`src/rtl/seg7_scan_decoder.sv`:
```
// Readback monitor for a multiplexed active-low 7-segment bus.
// Debounces each digit slot, decodes it to BCD and publishes full snapshots.
module seg7_scan_decoder #(
  parameter int DIGITS        = 4,
  parameter int STABLE_CYCLES = 4
) (
  input  logic                  clk,
  input  logic                  rst,
  input  logic [7:0]            seg_in,
  input  logic [DIGITS-1:0]     an_in,
  input  logic                  err_clr,
  output logic [4*DIGITS-1:0]   value_out,
  output logic [DIGITS-1:0]     digit_valid,
  output logic                  frame_done,
  output logic                  err_out
);

  localparam int CW = $clog2(STABLE_CYCLES);
  localparam logic [CW-1:0] CMAX = CW'(STABLE_CYCLES - 1);

  typedef enum logic {TRACK, LOCKED} state_e;

  state_e                state_q, state_d;
  logic [CW-1:0]         cnt_q, cnt_d;
  logic [6:0]            seg_q;
  logic [DIGITS-1:0]     an_q;
  logic [4*DIGITS-1:0]   shadow_q, shadow_d;
  logic [DIGITS-1:0]     svld_q, svld_d;
  logic [DIGITS-1:0]     seen_q, seen_d;
  logic [4*DIGITS-1:0]   value_q, value_d;
  logic [DIGITS-1:0]     dvld_q, dvld_d;
  logic                  frame_q, frame_d;
  logic                  err_q, err_d;

  logic                  match;
  logic                  onehot;
  logic                  commit;
  logic [DIGITS-1:0]     anl;
  logic [3:0]            dec_nib;
  logic                  dec_vld;
  logic                  dec_err;
  logic                  unused_dp;

  assign unused_dp = seg_in[7];
  assign anl = ~an_q;
  assign onehot = (anl != '0) &&
                  ((anl & (anl - DIGITS'(1))) == '0);
  assign match = (seg_in[6:0] == seg_q) && (an_in == an_q);

  // Inverse of the encoder table; blank maps to F, anything else to E
  always_comb begin
    dec_nib = 4'hE;
    case (seg_q)
      7'h40: dec_nib = 4'h0;
      7'h79: dec_nib = 4'h1;
      7'h24: dec_nib = 4'h2;
      7'h30: dec_nib = 4'h3;
      7'h19: dec_nib = 4'h4;
      7'h12: dec_nib = 4'h5;
      7'h02: dec_nib = 4'h6;
      7'h78: dec_nib = 4'h7;
      7'h00: dec_nib = 4'h8;
      7'h10: dec_nib = 4'h9;
      7'h7F: dec_nib = 4'hF;
      default: dec_nib = 4'hE;
    endcase
    dec_vld = (dec_nib <= 4'h9);
    dec_err = (dec_nib == 4'hE);
  end

  always_comb begin
    state_d = state_q;
    cnt_d   = cnt_q;
    commit  = 1'b0;
    if (!match) begin
      cnt_d   = '0;
      state_d = TRACK;
    end else begin
      if (cnt_q != CMAX) cnt_d = cnt_q + CW'(1);
      if (state_q == TRACK && cnt_q == CMAX && onehot) begin
        commit  = 1'b1;
        state_d = LOCKED;
      end
    end
  end

  always_comb begin
    shadow_d = shadow_q;
    svld_d   = svld_q;
    seen_d   = seen_q;
    value_d  = value_q;
    dvld_d   = dvld_q;
    frame_d  = 1'b0;
    err_d    = err_q;
    for (int i = 0; i < DIGITS; i++) begin
      if (commit && !an_q[i]) begin
        shadow_d[4*i +: 4] = dec_nib;
        svld_d[i]          = dec_vld;
        seen_d[i]          = 1'b1;
      end
    end
    // The completing digit is published in the same cycle it is committed
    if (commit && (&seen_d)) begin
      value_d = shadow_d;
      dvld_d  = svld_d;
      frame_d = 1'b1;
      seen_d  = '0;
    end
    if (commit && dec_err) err_d = 1'b1;
    else if (err_clr)      err_d = 1'b0;
  end

  always_ff @(posedge clk) begin
    if (rst) begin
      state_q  <= TRACK;
      cnt_q    <= '0;
      seg_q    <= 7'h7F;
      an_q     <= '1;
      shadow_q <= '1;
      svld_q   <= '0;
      seen_q   <= '0;
      value_q  <= '1;
      dvld_q   <= '0;
      frame_q  <= 1'b0;
      err_q    <= 1'b0;
    end else begin
      state_q  <= state_d;
      cnt_q    <= cnt_d;
      seg_q    <= seg_in[6:0];
      an_q     <= an_in;
      shadow_q <= shadow_d;
      svld_q   <= svld_d;
      seen_q   <= seen_d;
      value_q  <= value_d;
      dvld_q   <= dvld_d;
      frame_q  <= frame_d;
      err_q    <= err_d;
    end
  end

  assign value_out   = value_q;
  assign digit_valid = dvld_q;
  assign frame_done  = frame_q;
  assign err_out     = err_q;

endmodule

```
`config.mk`:
```
export PLATFORM = sky130hd
export DESIGN_NAME = seg7_scan_decoder
export DESIGN_NICKNAME = d
export VERILOG_FILES = /design/src/rtl/seg7_scan_decoder.sv
export SDC_FILE = /design/constraint.sdc
export NUM_CORES = 1
export LEC_CHECK = 0
export CAP_MARGIN = 25
export CORE_MARGIN = 4
export CORE_UTILIZATION = 54
export DETAILED_ROUTE_END_ITERATION = 8
export PLACE_DENSITY = 0.79
export SLEW_MARGIN = 30
export SYNTH_ARGS = -nofsm -noshare
export SYNTH_HDL_FRONTEND = slang
export SYNTH_SLANG_ARGS = --single-unit
export TNS_END_PERCENT = 5
```
`constraint.sdc`:
```
create_clock -name clk -period 4.2 [get_ports clk]
set_clock_uncertainty 0.15 [all_clocks]
set_input_delay 1.26 -clock clk [delete_from_list [all_inputs] [get_ports clk]]
set_output_delay 1.26 -clock clk [all_outputs]
set_load 0.05 [all_outputs]
```
==> summary.md <==
| Metric | Value |
|---|---|
| Run status | complete, no violations |
| Initial Utilization | 57.0% |
| Yosys top cell area share | 43.5% |
| Residual DRC | 0 |
| Critical path arrival | 3.66 ns |
| Routed vias | 2175 |
| Net Sw Power | 0.281 mW |
| Syn avg cell area | 9.53 um^2 |
| Setup Fix Bufs, Post-CTS | 0 |
| Cells after Synth | 290 |
| Rows | 25 |
| Slew Limit Fails | 0 |
| Multi-input gate area in the final layout | 1430 um^2 |
| Total core area | 4850 um^2 |
| Max cap viols | 0 |
| Most frequent cells in the layout | dfxtp_1, clkdlybuf4s50_1, nor2_1, a21oi_1, or2_2 |
| Remaining global-route overflow | 0 |
| Post-synth top area cell | dfxtp_1 |
| Final Util | 69.3% |
| Min-delay src | err_out |
| R2r startpoint | an_q[0] |
| Global-route usage over all layers | 19.7% |
| Combinational power share | 6.4% |
| H-tree Lvls | 3 |
| Area growth syn-to-layout | 21.6% |
| Slowest cell on crit path | or4_4 |
| Crit path kind | primary input to flip-flop |
| Clock buffer depth | 2 |
| Via/cell ratio | 5.49 |
| Worst vdd ir | 0.282 mV |
| Synth Net Count | 306 |
| Largest net degree at the start of global routing | 39 |
| Layout cells sized above 1 | 17.0% |
| Fill cells | 370 |
| First-pass GRT wire length | 9.62 mm |
| Total power draw | 1.18 mW |
| Setup violators final | 0 |
| Register area | 1200 um^2 |
| Leak Pwr | 1.20 nW |
| Most common cell after layout, fill and taps aside | dfxtp_1 |
| Io pins | 37 |
| TritonCTS clock tree | done |
| Post-CTS sizing | 0 |
| Remaining antenna violation count | 0 |
| Sw Share | 23.7% |
| DP Area | 3160 um^2 |
| Clock Latency Late Sink | 0.33 ns |
| Die Y | 79.5 um |
| R2r setup slk | 1.48 ns |
| Port bufs | 35 |
| CP Capture Type | flip-flop |
| Avg WL per Cell | 14.4 um |
| DR iter-0 viols | 118 |
| Post-route cell area | 3360 um^2 |
| Period utilization | 84.5% |
| Die X | 79.5 um |
| DRT Wirelength | 5.71 mm |
| Post-synth EDFFs | 0 |
| Synthesized cell area | 2760 um^2 |
| Register share of total power | 49.7% |
| #FFs+latches synth | 60 |
| CP max stage delay | 0.64 ns |
| Hold depth | 2 |
| Vias in the first global route | 2103 |
| Unique masters post-synth | 53 |
| Root Buffer | clkbuf_8 |
| Crit path time final | 3.55 ns |
| Critical Path Fanout Max | 37 |
| Reg clk slew, reported paths | 0.07 ns |
| Final hold vios | 0 |
| Depth of the worst register-to-register path | 6 |
| Worst path cell trace | clkdlybuf4s50_1 > xnor2_2 > nand3_1 > or3_1 > or4_4 > a311o_1 > a21oi_1 |
| Int Pwr | 0.904 mW |
| Final nets | 340 |
| F_max | 282 MHz |
| Antenna violations before repair | 0 |
| CP bufs+invs | 1 |
| Final TNS setup | 0 ns |
| RSZ-0062 raised after global routing | no |
| Hold EP | err_out |
| Sequential area share after synthesis | 43.5% |
| GPL Wtd Cong | 0.811 |
| Clock power frac | 43.9% |
| Reg2reg end | digit_valid[1] |
| DR pass1 iterations | 4 |
| Largest cells by area after synthesis | dfxtp_1, mux2i_1, or2_2 |
| Detail Placement HPWL | 4.01 mm |
| Power Density | 353 nW/um^2 |
| Slew margin rel. | 49.2% |
| Crit path max-delay family | simple AND/OR/NAND/NOR gates |
| Worst hold path class | flip-flop to flip-flop |
| Main synth FF type | dfxtp_1 |
| # hold bufs at CTS | 0 |
| CTS Sinks | 60 |
| Warnings, synthesis | 0 |
| Startpoint Class | primary input |
| CTS buffer count | 9 |
| Slew @ Worst Pin | 0.752 ns |
| Async SR Flop Fraction | 0% |
| Die ar. | 6320 um^2 |
| Required @ worst endpoint | 4.32 ns |
| # diodes | 0 |
-- worst min-delay path: stages (launching register included) --
cell     delay [ns]
dfxtp_1        0.31
nand2_1        0.05
nand2_1        0.04
-- Yosys cell counts (5+ instances only) --
cell type and n:
or2_2 16, nand4_1 8, and3_1 5, dfxtp_1 60, nor3_1 14, o21ai_0 6, nor3b_1 5, nor2_1 25
nand2b_1 13, a211o_1 8, clkbuf_1 10, o21a_1 5, nand2_1 12, inv_1 6, mux2i_1 13, xnor2_1 9
a21oi_1 17
-- layout make-up --
| cell class | count | area share (%) |
|---|---|---|
| Clock buffer | 11 | 4.21 |
| Clock inverter | 5 | 1.83 |
| Inverter | 6 | 0.671 |
| Multi-Input combinational cell | 204 | 42.4 |
| Sequential cell | 60 | 35.8 |
| Tap cell | 67 | 2.50 |
| Timing Repair Buffer | 43 | 12.6 |
-- power groups by stage --
stage / logic [mW] / clock network (mW) / registers, mW
final: 0.0759 / 0.520 / 0.589
after global routing: 0.0830 / 0.558 / 0.591
after CTS: 0.0763 / 0.533 / 0.589
after detailed placement: 0.0758 / 0 / 0.602
after global placement: 0.0748 / 0 / 0.602
after floorplan: 0.0601 / 0 / 0.592
-- cells by family after synthesis --
family                     share of synthesized area, %
muxes                                              4.71
buffers and inverters                              4.94
AOI/OAI and AO/OA                                  17.8
DFF                                                43.5
and+or+nand+nor                                    23.7
xor gates and xnor gates                           4.94
adders and majority gates                         0.453
-- worst max-delay path by stage --
stage | end | cells after the start | from
finish | digit_valid[1] | 7 | seg_in[6]
detailed placement | digit_valid[3] | 7 | seg_in[6]
global route | digit_valid[2] | 7 | seg_in[6]
floorplan | value_out[13] | 9 | seg_in[4]
CTS | digit_valid[3] | 7 | seg_in[6]
global placement | digit_valid[3] | 7 | seg_in[6]
-- sequential cells by signal, summed over array words and instances (netlist names) --
register,count
shadow_q,16
value_out,16
seg_q,7
an_q,4
digit_valid,4
seen_q,4
svld_q,4
cnt_q,2
err_out,1
frame_done,1
state_q,1
-- layer usage --
metal	routed length [um]	track usage, %	vias up	part of all wire (%)
li1	-	-	1107	-
met1	2590	24.1	1008	45
met2	2700	31.1	48	47
met3	316	7.22	12	5.5
met4	94	8.59	0	1.6
met5	0	0	-	0
-- stage by stage --
step	cells	hold WS (ns)	setup WS, ns
after floorplan	290	0.286	0.804
after global placement	380	0.277	0.324
after detailed placement	380	0.280	0.315
after CTS	396	0.289	0.668
after global routing	396	0.309	0.550
final	396	0.284	0.653
Note: power is estimated with default switching activity, not from simulation.
